<file path="config.mk">
export PLATFORM = sky130hd
export DESIGN_NAME = jt12_prescaler_if
export DESIGN_NICKNAME = d
export VERILOG_FILES = /design/src/rtl/jt12_pkg.sv /design/src/rtl/jt12_busy_cnt.sv /design/src/rtl/jt12_prescaler_if.sv
export SDC_FILE = /design/constraint.sdc
export NUM_CORES = 1
export LEC_CHECK = 0
export BUFFER_PORTS_ARGS = -buffer_cell sky130_fd_sc_hd__clkbuf_2
export CORE_AREA = 2 2 49 51
export DETAILED_ROUTE_END_ITERATION = 6
export DIE_AREA = 0 0 51 53
export PLACE_DENSITY = 0.83
export SYNTH_ARGS = -nofsm -noshare
export SYNTH_HDL_FRONTEND = slang
export SYNTH_SLANG_ARGS = --single-unit
</file>
<file path="constraint.sdc">
create_clock -name clk -period 2.6 [get_ports clk]
set_input_delay 0.78 -clock clk [delete_from_list [all_inputs] [get_ports clk]]
set_output_delay 0.78 -clock clk [all_outputs]
set_load 0.02 [all_outputs]
</file>
<file path="src/rtl/jt12_pkg.sv">
// Shared constants, busy-state type and prescaler decode for the JT12 CPU write port.
// Latency: n/a (package only).
// Backpressure: none; the CPU bus has no stall.
package jt12_pkg;

    localparam logic [7:0] PRESC6_ADDR = 8'h2D;
    localparam logic [7:0] PRESC3_ADDR = 8'h2E;
    localparam logic [7:0] PRESC2_ADDR = 8'h2F;

    // Prescaler select encoding, ordered {n6, n3, n2}
    localparam logic [2:0] PRESC_N6 = 3'b100;
    localparam logic [2:0] PRESC_N3 = 3'b010;
    localparam logic [2:0] PRESC_N2 = 3'b001;

    typedef enum logic {
        IDLE = 1'b0,
        BUSY = 1'b1
    } busy_state_e;

    // Only the register address picks the mode; unrelated addresses keep the current one.
    function automatic logic [2:0] presc_decode(input logic [7:0] addr, input logic [2:0] cur);
        logic [2:0] sel;
        sel = cur;
        case (addr)
            PRESC6_ADDR: sel = PRESC_N6;
            PRESC3_ADDR: sel = PRESC_N3;
            PRESC2_ADDR: sel = PRESC_N2;
            default:     sel = cur;
        endcase
        return sel;
    endfunction

endpackage

</file>
<file path="src/rtl/jt12_busy_cnt.sv">
// Busy flag held for BUSY_CYCLES clk_en ticks after each start pulse.
// Latency: busy rises on the edge that samples start; falls on the edge taking the last tick.
// Backpressure: none; a start while busy reloads the count.
module jt12_busy_cnt
    import jt12_pkg::*;
#(
    parameter int BUSY_CYCLES = 32,
    parameter int BUSY_W      = 6
) (
    input  logic clk,
    input  logic rst,
    input  logic clk_en,
    input  logic start,
    output logic busy
);

    localparam logic [BUSY_W-1:0] LOAD_VAL = BUSY_W'(BUSY_CYCLES);
    localparam logic [BUSY_W-1:0] ONE_VAL  = BUSY_W'(1);

    busy_state_e       state_q, state_d;
    logic [BUSY_W-1:0] cnt_q, cnt_d;

    // start has priority so a write landing on the final tick still extends busy
    always_comb begin
        state_d = state_q;
        cnt_d   = cnt_q;
        if (start) begin
            state_d = BUSY;
            cnt_d   = LOAD_VAL;
        end else if (state_q == BUSY && clk_en) begin
            if (cnt_q <= ONE_VAL) begin
                state_d = IDLE;
                cnt_d   = '0;
            end else begin
                cnt_d = cnt_q - ONE_VAL;
            end
        end
    end

    always_ff @(posedge clk) begin
        if (rst) begin
            state_q <= IDLE;
            cnt_q   <= '0;
        end else begin
            state_q <= state_d;
            cnt_q   <= cnt_d;
        end
    end

    assign busy = (state_q == BUSY);

endmodule

</file>
<file path="src/rtl/jt12_prescaler_if.sv">
// CPU write port: address/data latching, reg_wr strobe, prescaler select; busy only with JT12_BUSY_EN.
// Latency: one clk from the first cycle of a write strobe to reg_wr / latched registers.
// Backpressure: none; writes while busy are accepted and reload the busy count.
module jt12_prescaler_if
    import jt12_pkg::*;
#(
    parameter int BUSY_CYCLES = 32,
    parameter int BUSY_W      = 6
) (
    input  logic       clk,
    input  logic       rst,
    input  logic       clk_en,
    input  logic       cs_n,
    input  logic       wr_n,
    input  logic [1:0] addr,
    input  logic [7:0] din,
    output logic [7:0] dout,
    output logic       set_n6,
    output logic       set_n3,
    output logic       set_n2,
    output logic [7:0] reg_addr,
    output logic       reg_part,
    output logic [7:0] reg_data,
    output logic       reg_wr
);

    logic       we;
    logic       we_q;
    logic       wr_evt;
    logic       addr_evt;
    logic       data_evt;

    logic [2:0] presc_q, presc_d;
    logic [7:0] reg_addr_q, reg_addr_d;
    logic       reg_part_q, reg_part_d;
    logic [7:0] reg_data_q, reg_data_d;
    logic       reg_wr_q, reg_wr_d;

    // One event per CPU write, however long the strobe is held
    assign we       = ~cs_n & ~wr_n;
    assign wr_evt   = we & ~we_q;
    assign addr_evt = wr_evt & ~addr[0];
    assign data_evt = wr_evt & addr[0];

    always_comb begin
        reg_addr_d = reg_addr_q;
        reg_part_d = reg_part_q;
        reg_data_d = reg_data_q;
        reg_wr_d   = 1'b0;
        presc_d    = presc_q;
        if (addr_evt) begin
            reg_addr_d = din;
            reg_part_d = addr[1];
        end
        if (data_evt) begin
            reg_data_d = din;
            reg_wr_d   = 1'b1;
            if (!reg_part_q) begin
                presc_d = presc_decode(reg_addr_q, presc_q);
            end
        end
    end

    always_ff @(posedge clk) begin
        if (rst) begin
            we_q       <= 1'b0;
            presc_q    <= PRESC_N6;
            reg_addr_q <= '0;
            reg_part_q <= 1'b0;
            reg_data_q <= '0;
            reg_wr_q   <= 1'b0;
        end else begin
            we_q       <= we;
            presc_q    <= presc_d;
            reg_addr_q <= reg_addr_d;
            reg_part_q <= reg_part_d;
            reg_data_q <= reg_data_d;
            reg_wr_q   <= reg_wr_d;
        end
    end

    assign set_n6   = presc_q[2];
    assign set_n3   = presc_q[1];
    assign set_n2   = presc_q[0];
    assign reg_addr = reg_addr_q;
    assign reg_part = reg_part_q;
    assign reg_data = reg_data_q;
    assign reg_wr   = reg_wr_q;

`ifdef JT12_BUSY_EN
    logic busy;

    jt12_busy_cnt #(
        .BUSY_CYCLES (BUSY_CYCLES),
        .BUSY_W      (BUSY_W)
    ) u_busy_cnt (
        .clk    (clk),
        .rst    (rst),
        .clk_en (clk_en),
        .start  (data_evt),
        .busy   (busy)
    );

    assign dout = {busy, 7'd0};
`else
    // Without the busy counter the tick input and sizing parameters have no load
    logic unused_busy_cfg;
    assign unused_busy_cfg = clk_en & (BUSY_CYCLES < (1 << BUSY_W));

    assign dout = 8'h00;
`endif

endmodule

</file>
==> results.md <==
Synthesis
• **post-synthesis async set-or-reset flop share** 0%
• **most instantiated cells after synthesis** 22 x sky130_fd_sc_hd__dfxtp_1, 17 x sky130_fd_sc_hd__nand2_1, 11 x sky130_fd_sc_hd__nor2_1, 9 x sky130_fd_sc_hd__a21oi_1, 9 x sky130_fd_sc_hd__mux2i_1
• **most repeated cell in the gate-level netlist after synthesis** sky130_fd_sc_hd__dfxtp_1
• **Synth area leader** sky130_fd_sc_hd__dfxtp_1
• **synthesized instance count** 96
• **top cells by area, synth** sky130_fd_sc_hd__dfxtp_1 49%, sky130_fd_sc_hd__mux2i_1 9.9%, sky130_fd_sc_hd__nand2_1 7.0%
• **Synth Flop Type** sky130_fd_sc_hd__dfxtp_1
• **number of enable flip-flop cells after synthesis** 0
• **flop and latch count out of synthesis** 22
• **share of the synthesized area in the top cell type** 48.6%
• **synthesized area per cell** 9.45 um^2
• **total number of yosys warnings** 0
• **portion of the post-synthesis area used by sequential elements** 48.6%
• **total standard cell area after synthesis** 907 um^2
• **Unique masters post-synth** 22

CTS
• **CTS H-Tree Depth** 1
• **maximum clock path buffer count** 2
• **cts repair resizes** 0
• **CTS tree** built
• **clock sinks** 22
• **clock latency of the later-clocked register in the worst-skew pair** 0.30 ns
• **Post-CTS Repair Setup Buffers** 0
• **Hold-fix buffers, CTS** 0
• **CTS buffer count** 3
• **library cell used as clock root buffer** sky130_fd_sc_hd__clkbuf_4
• **clock slew at the register clock pins of the worst setup and hold paths** 0.11 ns

Finish
• **layout overhead on the synthesized area** 23.6%
• **post-layout utilization of the core** 52.2%
• **share of final-layout standard cells stronger than drive strength 1** 39.4%
• **n_diodes** 0
• **number of nets at the end of the flow** 148
• **number of cells in the finished layout apart from fillers** 160

Worst setup path
• **Req. time, crit path** 2.81 ns
• **startpoint-to-endpoint class of the critical path** in -> reg
• **Critical Path Source Type** input port
• **element type at the critical path end** flip-flop
• **maximum fanout encountered on the critical timing path** 5
• **Worst Path Arrival** 2.23 ns

Floorplan
• **Placeable Area** 2150 um^2
• **Die Area** 2700 um^2
• **number of I/O pins** 44
• **Initial Util** 42.2%
• **die outline width** 51 um
• **row count** 17
• **die height** 53 um

Timing
• **Max Clock Skew** 0.00127 ns
• **hold_ws** 0.462 ns
• **actual transition at the worst max-transition pin** 0.754 ns
• **final setup violating endpoints** 0
• **Final Slew Violations** 0
• **crit path time final** 2.02 ns
• **setup repair after global routing missed its margin** no
• **setup TNS** 0 ns
• **maximum achievable frequency** 495 MHz
• **Hold Vio Cnt, Final** 0
• **Max-Slew Margin vs Limit** 49.6%
• **share of the clock period used by the worst path after layout** 77.7%
• **slack of the critical path** 0.579 ns

Hold path
• **classification of the worst-slack hold path** reg -> reg

Global route
• **pin count of the biggest net entering global routing** 24
• **wire length of the first global-routing pass** 2800 um
• **number of global-route vias before repair** 656
• **initial antenna violation count** 0
• **Overall Global Routing Usage** 14.2%
• **total gr overflow** 0

Power
• **maximum resistive drop on vdd** 0.306 mV
• **switching share of power** 24.9%
• **total internal power** 0.458 mW
• **Net Sw Power** 0.152 mW
• **clock share of power** 29.7%
• **power share of the sequential group** 58.0%
• **static power due to leakage** 0.491 nW
• **relative contribution of combinational cells to total power** 12.4%
• **power density relative to cell area** 544 nW/um^2

Job
• **number of max-cap violations** 0

Routing
• **average via count per standard cell** 4.66
• **violation count after the first detailed-routing iteration** 18
• **post-detailed-route count of antenna-violating nets** 0
• **total wirelength of the detailed-routed design** 1810 um
• **routed length per placed instance** 11.3 um
• **first-pass iteration count of the detailed router** 4
• **number of remaining DRC errors** 0
• **via count** 745

Placed design
• **half-perimeter wire length after detailed placement** 1460 um
• **Port Buffer Count** 34
• **post-place setup slack** 0.255 ns
• **number of placed instances, taps included** 156
• **Routability Congestion** 0.715

Run status
• **run status** finished, final reports clean

placed cells by master (no fill, tap or decap):
| master | n |
|---|---|
| sky130_fd_sc_hd__a211o_2 | 1 |
| sky130_fd_sc_hd__or4b_1 | 1 |
| sky130_fd_sc_hd__buf_4 | 3 |
| sky130_fd_sc_hd__nor4b_2 | 1 |
| sky130_fd_sc_hd__mux2i_1 | 9 |
| sky130_fd_sc_hd__nor4_4 | 1 |
| sky130_fd_sc_hd__clkbuf_8 | 1 |
| sky130_fd_sc_hd__nand2_2 | 1 |
| sky130_fd_sc_hd__or2_2 | 1 |
| sky130_fd_sc_hd__clkbuf_2 | 34 |
| sky130_fd_sc_hd__nand2_1 | 17 |
| sky130_fd_sc_hd__dfxtp_1 | 22 |
| sky130_fd_sc_hd__nor3_1 | 1 |
| sky130_fd_sc_hd__a21oi_1 | 9 |
| sky130_fd_sc_hd__conb_1 | 8 |
| sky130_fd_sc_hd__or4b_2 | 1 |
| sky130_fd_sc_hd__nor2_1 | 11 |
| sky130_fd_sc_hd__nor4_2 | 1 |
| sky130_fd_sc_hd__o41ai_2 | 1 |
| sky130_fd_sc_hd__inv_1 | 2 |
| sky130_fd_sc_hd__a21o_2 | 3 |
| sky130_fd_sc_hd__clkbuf_4 | 3 |
sequential cells by signal, summed over array words and instances, names as in the netlist:
register / flops
presc_q: 3
reg_addr: 8
reg_data: 8
reg_part: 1
reg_wr: 1
we_q: 1
stage by stage:
stage,total power [mW],area [um^2]
CTS,0.618,1120
global placement,0.434,1080
detailed placement,0.437,1080
finish,0.610,1120
floorplan,0.416,933
global route,0.643,1120
worst max-delay path: stages:
cell and delay [ns]:
sky130_fd_sc_hd__clkbuf_2 0.11, sky130_fd_sc_hd__or4b_1 0.62, sky130_fd_sc_hd__nor4_4 0.41, sky130_fd_sc_hd__nand2_2 0.11
sky130_fd_sc_hd__a21o_2 0.20
layout make-up:
cell class / count / area (um^2)
Clock buffer: 4 / 36.3
Timing Repair Buffer: 37 / 193
Inverter: 2 / 7.51
Sequential cell: 22 / 440
Multi-Input combinational cell: 67 / 409
Tap cell: 28 / 35.0
Fill cell: 213 / 1030
power by group through the flow:
| stage | Sequential [mW] | Combinational [mW] | Clock [mW] |
|---|---|---|---|
| after floorplan | 0.371 | 0.0457 | 0 |
| after global placement | 0.361 | 0.0738 | 0 |
| final | 0.354 | 0.0754 | 0.181 |
| after detailed placement | 0.361 | 0.0754 | 0 |
| after global routing | 0.355 | 0.0820 | 0.206 |
| after CTS | 0.354 | 0.0757 | 0.189 |
routing by layer:
layer	vias to the layer above	GRT usage, %	routed length [um]
li1	376	-	-
met1	339	16.2	778
met2	28	24.0	918
met3	2	3.67	99
met4	0	8.11	17
met5	-	0	0
path summary, 6_finish.rpt:
check / slack [ns] / depth (start not counted) / endpoint / start
setup / recovery: 0.58 / 5 / presc_q[2]$_SDFFE_PP1P_ / cs_n
setup reg to reg: 0.84 / 4 / presc_q[2]$_SDFFE_PP1P_ / reg_addr[7]$_SDFFE_PP0P_
hold / removal: 0.46 / 2 / reg_data[2]$_SDFFE_PP0P_ / reg_data[2]$_SDFFE_PP0P_
hold reg to reg: 0.46 / 2 / reg_data[2]$_SDFFE_PP0P_ / reg_data[2]$_SDFFE_PP0P_
kinds of logic (layout without fill, tap and decap cells):
family / count (synthesis) / after routing / share of synthesized area (%)
flops: 22 / 22 / 48.6
mux: 9 / 9 / 9.93
compound gates: 14 / 14 / 10.8
other cells: 1 / 8 / 0.413
simple gates: 36 / 36 / 20.4
buf+inv: 14 / 43 / 9.93
No activity file was read; power rests on OpenSTA's default activity.
